`src/rtl/nibble_loop_sequencer_pkg.sv`:
```
`default_nettype none
// ============================================================================
//  Module      : nibble_loop_sequencer_pkg
//  Description : Shared types for the nibble loop sequencer: ALU command and
//                control word, sequencer state encoding, nibble count type.
//  Revision    : 1.0  initial release
// ============================================================================
package nibble_loop_sequencer_pkg;

    // Command executed by the nibble ALU loop
    typedef enum logic [1:0] {
        CMD_ADD   = 2'd0,
        CMD_SUB   = 2'd1,
        CMD_LSHFT = 2'd2,
        CMD_RSHFT = 2'd3
    } AluCmd;

    // Control word handed to the loop; only cmd is driven by the sequencer
    typedef struct packed {
        AluCmd cmd;
        logic  carry_in;
        logic  invert_word2;
    } AluCtrl;

    typedef enum logic [1:0] {
        IDLE = 2'd0,
        ARM  = 2'd1,
        RUN  = 2'd2,
        DONE = 2'd3
    } SeqState;

    // Operand length in nibbles minus one
    typedef logic [2:0] NibbleCount;

    // Sign bit of an operand of (w+1) nibbles sits at 4*w+3
    function automatic logic [4:0] sign_bit_index(input NibbleCount w);
        return {w, 2'b11};
    endfunction

endpackage
`default_nettype wire

```
`src/rtl/nibble_loop_sequencer_if.sv`:
```
`default_nettype none
// ============================================================================
//  Module      : nibble_loop_sequencer_if
//  Description : Requester/response bundle between the instruction-issue
//                logic (master) and the nibble loop sequencer (slave).
//  Revision    : 1.0  initial release
// ============================================================================
interface nibble_loop_sequencer_if
    import nibble_loop_sequencer_pkg::*;
#(
    parameter int NREQ = 2
);
    localparam int IDX_W = $clog2(NREQ);

    logic [NREQ-1:0]        req_valid;
    logic [NREQ-1:0]        req_ready;
    AluCmd [NREQ-1:0]       req_cmd;
    NibbleCount [NREQ-1:0]  req_width;
    logic [NREQ-1:0]        req_signed;
    logic [NREQ-1:0][31:0]  req_word1;
    logic [NREQ-1:0][31:0]  req_word2;
    logic                   rsp_valid;
    logic                   rsp_ready;
    logic [IDX_W-1:0]       rsp_id;
    logic [31:0]            rsp_result;
    logic                   rsp_timeout;

    modport master (
        output req_valid, req_cmd, req_width, req_signed, req_word1, req_word2, rsp_ready,
        input  req_ready, rsp_valid, rsp_id, rsp_result, rsp_timeout
    );

    modport slave (
        input  req_valid, req_cmd, req_width, req_signed, req_word1, req_word2, rsp_ready,
        output req_ready, rsp_valid, rsp_id, rsp_result, rsp_timeout
    );

endinterface
`default_nettype wire

```
`src/rtl/nibble_loop_sequencer_rr_arbiter.sv`:
```
`default_nettype none
// ============================================================================
//  Module      : nibble_loop_sequencer_rr_arbiter
//  Description : Round-robin arbiter. Searches the request vector starting at
//                the pointer; on an advance strobe with a winner, issues a
//                one-hot grant and moves the pointer just past the winner.
//  Revision    : 1.0  initial release
// ============================================================================
module nibble_loop_sequencer_rr_arbiter #(
    parameter int NREQ = 2
) (
    input  wire logic                      clk,
    input  wire logic                      rst_n,
    input  wire logic [NREQ-1:0]           i_req,
    input  wire logic                      i_advance,
    output logic [NREQ-1:0]                o_grant,
    output logic [$clog2(NREQ)-1:0]        o_idx,
    output logic                           o_found
);
    localparam int IDX_W = $clog2(NREQ);

    logic [IDX_W-1:0] r_ptr;
    logic [IDX_W:0]   w_pos;
    logic [IDX_W-1:0] w_cand;

    // First pending request at or after the pointer, wrapping modulo NREQ
    always_comb begin
        o_found = 1'b0;
        o_idx   = '0;
        o_grant = '0;
        w_pos   = '0;
        w_cand  = '0;
        for (int i = 0; i < NREQ; i++) begin
            w_pos = {1'b0, r_ptr} + (IDX_W+1)'(i);
            if (w_pos >= (IDX_W+1)'(NREQ)) begin
                w_pos = w_pos - (IDX_W+1)'(NREQ);
            end
            w_cand = w_pos[IDX_W-1:0];
            if (!o_found && i_req[w_cand]) begin
                o_found = 1'b1;
                o_idx   = w_cand;
            end
        end
        if (i_advance && o_found) begin
            o_grant[o_idx] = 1'b1;
        end
    end

    // Pointer moves to winner+1 only when a grant is actually issued
    always_ff @(posedge clk or negedge rst_n) begin
        if (!rst_n) begin
            r_ptr <= '0;
        end else if (i_advance && o_found) begin
            r_ptr <= (o_idx == IDX_W'(NREQ-1)) ? '0 : o_idx + 1'b1;
        end
    end

endmodule
`default_nettype wire

```
`src/rtl/nibble_loop_sequencer.sv`:
```
`default_nettype none
// ============================================================================
//  Module      : nibble_loop_sequencer
//  Description : Shares one nibble ALU loop between NREQ requesters. Per
//                operation: arbitrate, latch operands, arm (reset) the loop,
//                run it until it goes idle or the watchdog fires, and return
//                the result through a valid/ready response.
//  Revision    : 1.0  initial release
// ============================================================================
module nibble_loop_sequencer
    import nibble_loop_sequencer_pkg::*;
#(
    parameter int NREQ     = 2,
    parameter int WATCHDOG = 16
) (
    input  wire logic               clk,
    input  wire logic               rst_n,
    nibble_loop_sequencer_if.slave  bus,
    output logic                    loop_perm_to_count,
    output NibbleCount              loop_nibbles_number,
    output AluCtrl                  loop_ctrl,
    output logic                    word2_is_negative,
    output logic [31:0]             loop_word1,
    output logic [31:0]             loop_word2,
    output logic [31:0]             preinit_result,
    input  wire logic               loop_busy,
    input  wire logic [31:0]        loop_result
);
    localparam int IDX_W = $clog2(NREQ);
    localparam int WD_W  = $clog2(WATCHDOG + 1);

    SeqState          r_state;
    SeqState          w_next;
    logic [NREQ-1:0]  w_grant;
    logic [IDX_W-1:0] w_win_idx;
    logic             w_found;
    logic             w_advance;
    logic             w_accept;
    logic             w_loop_done;
    logic             w_wd_expired;

    AluCmd            r_cmd;
    NibbleCount       r_width;
    logic             r_signed;
    logic [31:0]      r_word1;
    logic [31:0]      r_word2;
    logic [IDX_W-1:0] r_id;
    logic [31:0]      r_result;
    logic             r_timeout;
    logic [WD_W-1:0]  r_wd;

    // Grants are only offered in IDLE (rsp_valid is necessarily low there)
    // and never while reset is asserted.
    assign w_advance = (r_state == IDLE) && rst_n;
    assign w_accept  = |w_grant;

    nibble_loop_sequencer_rr_arbiter #(
        .NREQ (NREQ)
    ) u_arb (
        .clk       (clk),
        .rst_n     (rst_n),
        .i_req     (bus.req_valid),
        .i_advance (w_advance),
        .o_grant   (w_grant),
        .o_idx     (w_win_idx),
        .o_found   (w_found)
    );

    // Busy is ignored on the first RUN cycle (watchdog still 0) because the
    // loop has not yet had a chance to raise it after being armed.
    assign w_loop_done  = (r_state == RUN) && (r_wd != '0) && !loop_busy;
    assign w_wd_expired = (r_state == RUN) && !w_loop_done && (r_wd == WD_W'(WATCHDOG - 1));

    // State register
    always_ff @(posedge clk or negedge rst_n) begin
        if (!rst_n) begin
            r_state <= IDLE;
        end else begin
            r_state <= w_next;
        end
    end

    // Next-state and handshake/loop control outputs
    always_comb begin
        w_next             = r_state;
        bus.req_ready      = '0;
        bus.rsp_valid      = 1'b0;
        loop_perm_to_count = 1'b0;
        case (r_state)
            IDLE: begin
                bus.req_ready = w_grant;
                if (w_accept) begin
                    w_next = ARM;
                end
            end
            ARM: begin
                w_next = RUN;
            end
            RUN: begin
                loop_perm_to_count = 1'b1;
                if (w_loop_done || w_wd_expired) begin
                    w_next = DONE;
                end
            end
            DONE: begin
                loop_perm_to_count = 1'b1;
                bus.rsp_valid      = 1'b1;
                if (bus.rsp_ready) begin
                    w_next = IDLE;
                end
            end
            default: begin
                w_next = IDLE;
            end
        endcase
    end

    // Operand latch on the accepting cycle
    always_ff @(posedge clk or negedge rst_n) begin
        if (!rst_n) begin
            r_cmd    <= CMD_ADD;
            r_width  <= '0;
            r_signed <= 1'b0;
            r_word1  <= '0;
            r_word2  <= '0;
            r_id     <= '0;
        end else if (w_accept) begin
            r_cmd    <= bus.req_cmd[w_win_idx];
            r_width  <= bus.req_width[w_win_idx];
            r_signed <= bus.req_signed[w_win_idx];
            r_word1  <= bus.req_word1[w_win_idx];
            r_word2  <= bus.req_word2[w_win_idx];
            r_id     <= w_win_idx;
        end
    end

    // Watchdog: cleared while arming, counts RUN cycles until the op ends
    always_ff @(posedge clk or negedge rst_n) begin
        if (!rst_n) begin
            r_wd <= '0;
        end else if (r_state == ARM) begin
            r_wd <= '0;
        end else if ((r_state == RUN) && !w_loop_done && !w_wd_expired) begin
            r_wd <= r_wd + 1'b1;
        end
    end

    // Result capture: loop result on completion, zero plus flag on abort
    always_ff @(posedge clk or negedge rst_n) begin
        if (!rst_n) begin
            r_result  <= '0;
            r_timeout <= 1'b0;
        end else if (w_loop_done) begin
            r_result  <= loop_result;
            r_timeout <= 1'b0;
        end else if (w_wd_expired) begin
            r_result  <= '0;
            r_timeout <= 1'b1;
        end
    end

    // Loop control word carries only the command
    always_comb begin
        loop_ctrl     = '0;
        loop_ctrl.cmd = r_cmd;
    end

    assign bus.rsp_id          = r_id;
    assign bus.rsp_result      = r_result;
    assign bus.rsp_timeout     = r_timeout;
    assign loop_nibbles_number = r_width;
    assign loop_word1          = r_word1;
    assign loop_word2          = r_word2;
    assign word2_is_negative   = r_signed & r_word2[sign_bit_index(r_width)];
    // A right shift accumulates into an empty result; everything else
    // starts from word1.
    assign preinit_result      = (r_cmd == CMD_RSHFT) ? 32'h0 : r_word1;

endmodule
`default_nettype wire

```
`src/flat_wrapper.sv`:
```
// flat-port wrapper written by rule: the top's interface ports become plain ports
module nibble_loop_sequencer_flat import nibble_loop_sequencer_pkg::*;
#(
    parameter int NREQ     = 2,
    parameter int WATCHDOG = 16
)
  (clk, rst_n, loop_perm_to_count, loop_nibbles_number, loop_ctrl, word2_is_negative, loop_word1, loop_word2, preinit_result, loop_busy, loop_result, bus_req_valid, bus_req_cmd, bus_req_width, bus_req_signed, bus_req_word1, bus_req_word2, bus_rsp_ready, bus_req_ready, bus_rsp_valid, bus_rsp_id, bus_rsp_result, bus_rsp_timeout);
  nibble_loop_sequencer_if #(.NREQ(NREQ)) bus_i ();
  input  wire logic clk;
  input  wire logic rst_n;
  output logic loop_perm_to_count;
  output NibbleCount loop_nibbles_number;
  output AluCtrl loop_ctrl;
  output logic word2_is_negative;
  output logic [31:0] loop_word1;
  output logic [31:0] loop_word2;
  output logic [31:0] preinit_result;
  input  wire logic loop_busy;
  input  wire logic [31:0] loop_result;
  input wire logic [$bits(bus_i.req_valid)-1:0] bus_req_valid;
  input wire logic [$bits(bus_i.req_cmd)-1:0] bus_req_cmd;
  input wire logic [$bits(bus_i.req_width)-1:0] bus_req_width;
  input wire logic [$bits(bus_i.req_signed)-1:0] bus_req_signed;
  input wire logic [$bits(bus_i.req_word1)-1:0] bus_req_word1;
  input wire logic [$bits(bus_i.req_word2)-1:0] bus_req_word2;
  input wire logic [$bits(bus_i.rsp_ready)-1:0] bus_rsp_ready;
  output wire logic [$bits(bus_i.req_ready)-1:0] bus_req_ready;
  output wire logic [$bits(bus_i.rsp_valid)-1:0] bus_rsp_valid;
  output wire logic [$bits(bus_i.rsp_id)-1:0] bus_rsp_id;
  output wire logic [$bits(bus_i.rsp_result)-1:0] bus_rsp_result;
  output wire logic [$bits(bus_i.rsp_timeout)-1:0] bus_rsp_timeout;
  assign bus_i.req_valid = bus_req_valid;
  assign bus_i.req_cmd = bus_req_cmd;
  assign bus_i.req_width = bus_req_width;
  assign bus_i.req_signed = bus_req_signed;
  assign bus_i.req_word1 = bus_req_word1;
  assign bus_i.req_word2 = bus_req_word2;
  assign bus_i.rsp_ready = bus_rsp_ready;
  assign bus_req_ready = bus_i.req_ready;
  assign bus_rsp_valid = bus_i.rsp_valid;
  assign bus_rsp_id = bus_i.rsp_id;
  assign bus_rsp_result = bus_i.rsp_result;
  assign bus_rsp_timeout = bus_i.rsp_timeout;
  nibble_loop_sequencer #(.NREQ(NREQ), .WATCHDOG(WATCHDOG)) u_core (.clk(clk), .rst_n(rst_n), .bus(bus_i), .loop_perm_to_count(loop_perm_to_count), .loop_nibbles_number(loop_nibbles_number), .loop_ctrl(loop_ctrl), .word2_is_negative(word2_is_negative), .loop_word1(loop_word1), .loop_word2(loop_word2), .preinit_result(preinit_result), .loop_busy(loop_busy), .loop_result(loop_result));
endmodule
```
`config.mk`:
```
export PLATFORM = sky130hd
export DESIGN_NAME = nibble_loop_sequencer_flat
export DESIGN_NICKNAME = d
export VERILOG_FILES = /design/src/rtl/nibble_loop_sequencer_pkg.sv /design/src/rtl/nibble_loop_sequencer_if.sv /design/src/rtl/nibble_loop_sequencer_rr_arbiter.sv /design/src/rtl/nibble_loop_sequencer.sv /design/src/flat_wrapper.sv
export SDC_FILE = /design/constraint.sdc
export NUM_CORES = 1
export LEC_CHECK = 0
export CORE_MARGIN = 8
export CORE_UTILIZATION = 41
export CTS_CLUSTER_SIZE = 16
export DETAILED_ROUTE_END_ITERATION = 10
export HOLD_SLACK_MARGIN = 0.1
export PLACE_DENSITY = 0.93
export REMOVE_ABC_BUFFERS = 1
export SYNTH_ARGS = -nofsm -noshare
export SYNTH_HDL_FRONTEND = slang
export SYNTH_SLANG_ARGS = --single-unit
export TNS_END_PERCENT = 10
```
`constraint.sdc`:
```
create_clock -name clk -period 3.5 [get_ports clk]
set_clock_uncertainty 0.05 [all_clocks]
set_input_delay 0.35 -clock clk [delete_from_list [all_inputs] [get_ports clk]]
set_output_delay 0.35 -clock clk [all_outputs]
set_load 0.02 [all_outputs]
```
==> results_dict.tcl, run 1 <==
set metrics [dict create \
    initial_core_util 0.413 \
    synthToLayoutAreaGrowth_pct 66.4 \
    final_antenna_net_count 0 \
    vdd_drop_max_mv 0.480 \
    drive_gt1_frac 0.0405 \
    muxShareOfSynthArea 0.0720 \
    crit_chain "nand2_1 -> buf_4 -> and2_1 -> clkdlybuf4s50_1" \
    cpPeakStageDelay_ns 0.61 \
    ys_async_sr_fraction 1.00 \
    finalHoldViolations 0 \
    relSlewSlack 0.346 \
    clkSinkCount 112 \
    clkLatencyLatePin_ns 0.35 \
    synth_top_cells_by_area "dfrtp_1 (52%), a221o_1 (13%), and2_1 (12%), mux2i_1 (5.9%), inv_1 (2.9%)" \
    critPathCaptureType "output pin" \
    place_hpwl_mm 14.9 \
    nFillCells 930 \
    seq_area_frac_synth 0.520 \
    clock-root-buffer "clkbuf_16" \
    whs_ns 0.342 \
    post-route-period-util 0.795 \
    synth_edf_count 0 \
    grt_usage 0.227 \
    cp_slowest_cell "clkdlybuf4s50_1" \
    worstPathMaxFanout 19 \
    power_w 0.00767 \
    critPathRequiredTime_ns 3.10 \
    p_int_w 0.00467 \
    pwr-share-seq 0.301 \
    cts_max_level 3 \
    via_per_inst 5.15 \
    wl_mm 19.6 \
    drtIter0Drc 318 \
    first_pass_iters 5 \
    antenna_found_initial 1 \
    grt_max_degree 72 \
    grt.overflow.total 0 \
    cts_resized 0 \
    synthXorXnorAreaFrac 0 \
    final_common_cell "clkdlybuf4s50_1" \
    synth_top_family_by_area "simple AND/OR/NAND/NOR gates" \
    grt_pass1_vias 5325 \
    yosys_warnings 0 \
    rows 42 \
    final_cell_mix "clkdlybuf4s50_1 (316), dfrtp_1 (112), and2_1 (102)" \
    final_nets 971 \
    syn_area_um2 5390 \
    drc 0 \
    clkSlewWorstSetupHoldPaths_ns 0.07 \
    synthCells 482 \
    max_cap_viol_count 0 \
    die_w_um 131 \
    cts_hold_buf 1 \
    ys.flop_type "dfrtp_1" \
    cp.arrival_ns 2.38 \
    worst_setup_path_start_kind "flop" \
    post_cts_buffers 0 \
    fmax_mhz 359 \
    power_frac_clock 0.130 \
    dieArea_um2 17100 \
    crit_type "reg2out" \
    switching_share 0.391 \
    p_per_area_nw_per_um2 855 \
    cts_buffer_depth 2 \
    setup_viol 0 \
    worst_pin_slew_ns 0.981 \
    drt-wirelength-per-cell_um 20.3 \
    synth_top_area_share 0.520 \
    synth_fa_ha_area_frac 0.0186 \
    vias 4976 \
    p_switching_w 0.00300 \
    grt_pass1_wl_mm 29.2 \
    place_congestion 0.844 \
    outcome "completed" \
    avgSynthCellArea_um2 11.2 \
    core_region_area_um2 13000 \
    numCtsBuffers 9 \
    synth-seq-cells 112 \
    final_max_slew_viol_count 0 \
    synth_area_leader_cell "dfrtp_1" \
    fp.dieH_um 131 \
    combPwrFrac 0.569 \
    rsz0062_at_grt "no" \
    ios 320 \
    p_leak_nw 3.90 \
    period_needed_ns 2.78 \
    synthSimpleGateAreaFrac 0.170 \
    synth_compound_area_frac 0.154 \
    portBuffers 317 \
    synth_cell_types 41 \
    cts_tree "built" \
    hold_path_class "in2async" \
]
[path summary, 6_finish.rpt]
path / from / end / slack [ns] / cells after the start
max: u_core.r_cmd[0] / preinit_result[5] / 0.72 / 4
min: rst_n / u_core.u_arb.r_ptr / 0.34 / 2
max reg2reg: u_core.r_wd[0] / u_core.r_wd[0] / 1.05 / 6
min reg2reg: u_core.bus.rsp_id / u_core.bus.rsp_id / 0.47 / 2
max in group asynchronous: rst_n / u_core.r_cmd[0] / 1.41 / 4
min in group clk: u_core.bus.rsp_id / u_core.bus.rsp_id / 0.47 / 2
[stage by stage]
stage          cells  TNS, ns  worst slack, ns  area, um2   util
2_1_floorplan    449   -53.50           -0.735       5200      -
3_3_place_gp     949        0             1.10       8670  0.665
3_5_place_dp     949        0             1.06       8670  0.665
4_1_cts          966        0            0.677       8960  0.688
5_1_grt          967        0            0.571       8960  0.688
6_report         967        0            0.718       8960  0.688
[registers in the layout, summed over array words and instances, names as in the netlist, 2 cells and up]
name,flops
u_core.r_cmd,2
u_core.loop_word2,32
u_core.loop_nibbles_number,3
u_core.loop_word1,32
u_core.r_wd,5
u_core.bus.rsp_result,32
u_core.r_state,2
[Yosys cell counts (2+ instances only)]
| library cell | n |
|---|---|
| mux4_2 | 2 |
| nand4_1 | 2 |
| nand2b_1 | 2 |
| nand3_1 | 3 |
| a211oi_1 | 2 |
| nor2_1 | 6 |
| clkbuf_1 | 27 |
| buf_12 | 3 |
| dfrtp_1 | 112 |
| and2_1 | 102 |
| a21oi_1 | 5 |
| ha_1 | 8 |
| buf_4 | 2 |
| nor2b_1 | 2 |
| mux2i_1 | 32 |
| inv_1 | 42 |
| nand2_1 | 35 |
| o211ai_1 | 3 |
| a221o_1 | 70 |
[critical path: cells and delay by family, from the launching register on]
family	cells	cell delay (ns)
buffers and inverters	2	0.91
DFF	1	0.40
and+or+nand+nor	2	0.72
[power by group through the flow]
stage / clock [W] / combinational (W) / sequential (W)
6_report: 0.000995 / 0.00437 / 0.00231
3_5_place_dp: 0 / 0.00439 / 0.00231
3_3_place_gp: 0 / 0.00428 / 0.00230
4_1_cts: 0.00102 / 0.00441 / 0.00230
5_1_grt: 0.00107 / 0.00464 / 0.00239
2_1_floorplan: 0 / 0.00157 / 0.00289
[area by class of cell]
class                   instances  area (um2)  area share
repair buffers                325        3230       0.361
flip-flops and latches        112        2800       0.313
multi-input cells             295        2260       0.252
clock buffers                  14         274      0.0306
well taps                     176         220      0.0246
inverters                      42         158      0.0176
clock inverters                 2        12.5     0.00140
diodes                          1        2.50    0.000279
[kinds of logic after synthesis]
| family | after synthesis |
|---|---|
| DFF | 112 |
| adders and majority gates | 8 |
| muxes | 36 |
| AOI/OAI and AO/OA | 88 |
| other | 1 |
| and+or+nand+nor | 161 |
| buffers and inverters | 76 |
[metal layers]
| metal | track usage | vias to the layer above | wire length (um) |
|---|---|---|---|
| met2 | 0.378 | 237 | 9830 |
| met1 | 0.262 | 2402 | 7550 |
| li1 | - | 2304 | - |
| met3 | 0.0718 | 33 | 1700 |
| met5 | 0 | - | 0 |
| met4 | 0.104 | 0 | 559 |
Power figures use the tool's default switching activity.
==> run 2: changes to the inputs <==
CORE_UTILIZATION = 34   (was 41)
PLACE_DENSITY = 0.83   (was 0.93)
clock period = 2.5 ns   (was 3.5 ns; I/O delays follow)
==> results_dict.tcl, run 2 (synthesized netlist as in run 1, its figures left out) <==
set metrics [dict create \
    wl_mm 18.9 \
    final_antenna_net_count 0 \
    place_hpwl_mm 14.3 \
    drc 0 \
    first_pass_iters 4 \
    met1_usage 0.224 \
    clkLatencyLatePin_ns 0.34 \
    fmax_mhz 422 \
    cpPeakStageDelay_ns 0.63 \
    grt.overflow.total 0 \
    cts_buffer_depth 2 \
    rows 46 \
    p_switching_w 0.00418 \
    p_leak_nw 3.94 \
    clkSlewWorstSetupHoldPaths_ns 0.08 \
    fin_tns_setup_ns 0 \
    final_nets 973 \
    cp_slowest_cell "clkdlybuf4s50_1" \
    core_region_area_um2 15700 \
    hold_path_class "in2reg" \
    drtIter0Drc 221 \
    crit_chain "nand2_1 -> buf_12 -> and2_1 -> clkdlybuf4s50_1" \
    via_per_inst 4.83 \
    fp.dieH_um 142 \
    relSlewSlack 0.344 \
    grt_pass1_wl_mm 29.6 \
    max_cap_viol_count 0 \
    numCtsBuffers 9 \
    clock-root-buffer "clkbuf_16" \
    path_delay_family "buffers and inverters" \
    path_buf_inv 2 \
    post-place-ws_ns 0.324 \
    grt_pass1_vias 5218 \
    drt-wirelength-per-cell_um 18.7 \
    worst_pin_slew_ns 0.984 \
    use_met2 0.309 \
    critPathCaptureType "output pin" \
    setup_viol 0 \
    place_congestion 0.811 \
    cts_max_level 3 \
    outcome "completed" \
    worstPathMaxFanout 20 \
    initial_core_util 0.343 \
    postLayoutSetupSlackWorst_ns 0.129 \
    crit_type "reg2out" \
    grt_usage 0.186 \
    finalHoldViolations 0 \
    power_frac_clock 0.140 \
    grt_max_degree 76 \
    vdd_drop_max_mv 0.603 \
    synthToLayoutAreaGrowth_pct 69.0 \
    p_int_w 0.00664 \
    whs_ns 0.390 \
    final_core_util 0.579 \
    combPwrFrac 0.563 \
    post-route-period-util 0.948 \
    post_cts_buffers 0 \
    switching_share 0.387 \
    pwr-share-seq 0.297 \
    final_common_cell "clkdlybuf4s50_1" \
    final_max_slew_viol_count 0 \
    clkSinkCount 112 \
    grt.met3_usage 0.0699 \
    final_cell_mix "clkdlybuf4s50_1 (314), dfrtp_1 (112), and2_1 (102)" \
    worst_setup_path_start_kind "flop" \
    die_w_um 142 \
    cp.arrival_ns 2.07 \
    dieArea_um2 20100 \
    drive_gt1_frac 0.0455 \
    critPathRequiredTime_ns 2.20 \
    cts_tree "built" \
    antenna_found_initial 0 \
    rsz0062_at_grt "no" \
    period_needed_ns 2.37 \
    ios 320 \
    power_w 0.0108 \
    p_per_area_nw_per_um2 1190 \
    vias 4868 \
    portBuffers 317 \
    antenna_cells 0 \
    grt-busiest-layer "met2" \
]
==> run 2: power by group through the flow <==
stage	clock network [W]	registers, W	logic (W)
2_1_floorplan	0	0.00405	0.00220
3_3_place_gp	0	0.00323	0.00605
4_1_cts	0.00156	0.00322	0.00618
5_1_grt	0.00164	0.00332	0.00650
6_report	0.00152	0.00321	0.00610
3_5_place_dp	0	0.00323	0.00616
==> run 2: layer usage <==
| metal | part of all wire | up-vias |
|---|---|---|
| met3 | 0.099 | 17 |
| met5 | 0 | - |
| met2 | 0.48 | 222 |
| li1 | - | 2309 |
| met1 | 0.41 | 2320 |
| met4 | 0.0091 | 0 |
==> run 2: final cells by class <==
cell class              count  area [um2]
clock buffers              10         239
clock inverters             6        75.1
fillers                  1330        6610
inverters                  42         158
multi-input cells         295        2260
flip-flops and latches    112        2800
well taps                 216         270
repair buffers            327        3300
==> run 2: repair_timing <==
item	in CTS	in global routing
setup endpoints to repair	2	0
resized for setup	2	0
hold endpoints to repair	37	0
hold buffers	1	0
==> run 2: tightest hold or removal path: stages <==
cell	delay (ns)
clkdlybuf4s50_1	0.40
inv_1	0.05
mux2i_1	0.05
==> run 2: worst paths after layout <==
kind                       cells past startpoint                        end                   start  slack [ns]
max                                            4          preinit_result[2]         u_core.r_cmd[0]        0.13
min                                            3  u_core.bus.rsp_result[23]         loop_result[23]        0.39
max reg2reg                                    6             u_core.r_wd[0]          u_core.r_wd[0]        0.30
min reg2reg                                    2     u_core.bus.rsp_timeout  u_core.bus.rsp_timeout        0.46
max in group asynchronous                      3       u_core.loop_word2[7]                   rst_n        1.03
min in group asynchronous                      3      u_core.loop_word1[17]                   rst_n        0.53
==> run 2: metrics by stage <==
step | area [um2] | std cells
6_report | 9100 | 1008
5_1_grt | 9100 | 1008
4_1_cts | 9100 | 1008
3_5_place_dp | 8780 | 991
3_3_place_gp | 8780 | 991
2_1_floorplan | 5200 | 449
==> run 3: changes to the inputs <==
ABC_AREA = 1   (was not set)
CORE_ASPECT_RATIO = 0.8   (was not set)
==> results_dict.tcl, run 3 <==
set metrics [dict create \
    outcome "completed" \
    synth_common_cells "nand2_1 (243), dfrtp_1 (112), nand3_1 (112), inv_1 (80), nor2_1 (46)" \
    post-place-ws_ns 0.198 \
    final_nets 1177 \
    first_pass_iters 5 \
    synthSimpleGateAreaFrac 0.321 \
    drive_gt1_frac 0.0351 \
    route.met3.wl_mm 1.62 \
    grt_pass1_vias 5546 \
    synth-seq-cells 112 \
    syn_area_um2 5340 \
    synth_top_cells_by_area "dfrtp_1 (52%), nand2_1 (17%), nand3_1 (10%), inv_1 (5.6%), o21ai_0 (3.3%)" \
    post-route-period-util 0.931 \
    synth_most_common_cell "nand2_1" \
    final_cell_mix "clkdlybuf4s50_1 (314), nand2_1 (243), nand3_1 (112), dfrtp_1 (112), inv_1 (80)" \
    clock-root-buffer "clkbuf_16" \
    vias 5595 \
    clkSinkCount 112 \
    muxShareOfSynthArea 0 \
    seq_area_frac_synth 0.524 \
    r2r_slack_ns 0.49 \
    fp.dieH_um 128 \
    cts_max_level 3 \
    clkSlewWorstSetupHoldPaths_ns 0.08 \
    place_hpwl_mm 15.2 \
    antenna_cells 0 \
    antenna_found_initial 0 \
    cp.arrival_ns 2.03 \
    period_needed_ns 2.33 \
    finalHoldViolations 0 \
    clkLatencyLatePin_ns 0.36 \
    critPathCaptureType "output pin" \
    hold_path_class "in2async" \
    synthCells 689 \
    p_per_area_nw_per_um2 1180 \
    grt_max_degree 73 \
    cts_tree "built" \
    dieArea_um2 20000 \
    met1Wirelength_mm 8.50 \
    wl_met2_mm 9.57 \
    grt_usage 0.196 \
    grt_pass1_wl_mm 31.0 \
    rows 41 \
    synth_fa_ha_area_frac 0.0187 \
    max_cap_viol_count 0 \
    worst_setup_path_start_kind "flop" \
    relSlewSlack 0.442 \
    numCtsBuffers 9 \
    synthXorXnorAreaFrac 0 \
    final_common_cell "clkdlybuf4s50_1" \
    final_max_slew_viol_count 0 \
    multiInputGateArea_um2 2060 \
    avgSynthCellArea_um2 7.76 \
    drt-wirelength-per-cell_um 16.5 \
    yosys_warnings 0 \
    power_w 0.0106 \
    postLayoutSetupSlackWorst_ns 0.173 \
    synth_top_area_share 0.524 \
    core_region_area_um2 15600 \
    fmax_mhz 430 \
    synth_edf_count 0 \
    wl_mm 20.0 \
    final_antenna_net_count 0 \
    synth_area_leader_cell "dfrtp_1" \
    nFillCells 1398 \
    cts_buffer_depth 2 \
    vdd_drop_max_mv 0.515 \
    grt.overflow.total 0 \
    post_dp_cell_area_um2 8710 \
    initial_core_util 0.343 \
    ys.flop_type "dfrtp_1" \
    top_layer "met4" \
    r2r-start "u_core.r_state[0]" \
    rsz0062_at_grt "no" \
    ys_async_sr_fraction 1.00 \
    reg2reg_to "u_core.loop_word1[6]" \
    synth_top_family_by_area "simple AND/OR/NAND/NOR gates" \
    synth_compound_area_frac 0.0419 \
    via_per_inst 4.62 \
    place_congestion 0.862 \
    worst_pin_slew_ns 0.837 \
    synth_cell_types 24 \
    synthToLayoutAreaGrowth_pct 68.7 \
    p_leak_nw 4.08 \
    whs_ns 0.0632 \
    crit_type "reg2out" \
    drtIter0Drc 375 \
    portBuffers 317 \
    setup_viol 0 \
    critPathRequiredTime_ns 2.20 \
    die_w_um 156 \
    fin_area_um2 9010 \
    drc 0 \
    final_core_util 0.578 \
    register_area_um2 2800 \
    reg2reg_depth 6 \
    worstPathMaxFanout 21 \
    ios 320 \
]
==> run 3: cell count changes after synthesis, sizes merged, moves of 21 or more <==
| cell | previous run | this run |
|---|---|---|
| a221o | 70 | 0 |
| and2 | 103 | 0 |
| buf | 7 | 30 |
| clkbuf | 27 | 6 |
| inv | 42 | 81 |
| mux2i | 32 | 0 |
| nand2 | 35 | 244 |
| nand3 | 3 | 113 |
| nor2 | 6 | 49 |
| o21ai | 0 | 37 |
==> run 3: where the power goes <==
group / total [W] / switching [W] / internal, W
registers: 0.00321 / 0.000596 / 0.00262
clock network: 0.00145 / 0.000741 / 0.000707
logic: 0.00596 / 0.00324 / 0.00272
==> run 3: metrics by stage <==
stage          TNS, ns  std cells
4_1_cts              0       1211
5_1_grt              0       1211
3_5_place_dp         0       1195
6_report             0       1211
2_1_floorplan   -38.86        654
3_3_place_gp         0       1195
==> run 3: how the worst max path moves through the flow <==
stage / startpoint / endpoint / slack (ns) / cells after the start
finish: u_core.r_cmd[0] / preinit_result[18] / 0.17 / 5
detailed placement: bus_req_valid[0] / bus_req_ready[0] / 0.20 / 6
global route: u_core.r_cmd[0] / preinit_result[18] / 0.06 / 5
global placement: bus_req_valid[0] / bus_req_ready[0] / 0.20 / 6
floorplan: u_core.r_state[0] / u_core.loop_nibbles_number[0] / -0.54 / 6
CTS: u_core.r_state[0] / bus_req_ready[0] / 0.03 / 5
==> run 3: layout make-up <==
class	instances	share of cell area
repair buffers	326	0.364
flip-flops and latches	112	0.311
multi-input cells	461	0.228
inverters	81	0.0337
well taps	215	0.0298
clock buffers	9	0.0250
clock inverters	7	0.00847
==> run 3: timing repair <==
| action | in CTS | in global routing |
|---|---|---|
| gates resized for setup | 0 | 2 |
| setup buffers | 0 | 0 |
| hold buffers | 0 | 0 |
| endpoints found under the setup margin | 0 | 2 |
==> run 3: cell families after synthesis <==
kind of cell	after synthesis
AOI/OAI and AO/OA	42
adders and majority gates	8
buffers and inverters	117
and+or+nand+nor	409
DFF	112
other	1
==> run 3: critical path: stages (launching register included) <==
cell and delay [ns]:
dfrtp_1 0.40, nand2_1 0.07, inv_1 0.19, buf_12 0.24, nor2_1 0.10, clkdlybuf4s50_1 0.67
==> run 3: routing by layer <==
layer	global-route usage	vias to the layer above
li1	-	2731
met1	0.248	2616
met2	0.327	228
met3	0.0539	20
met4	0.0446	0
met5	0	-
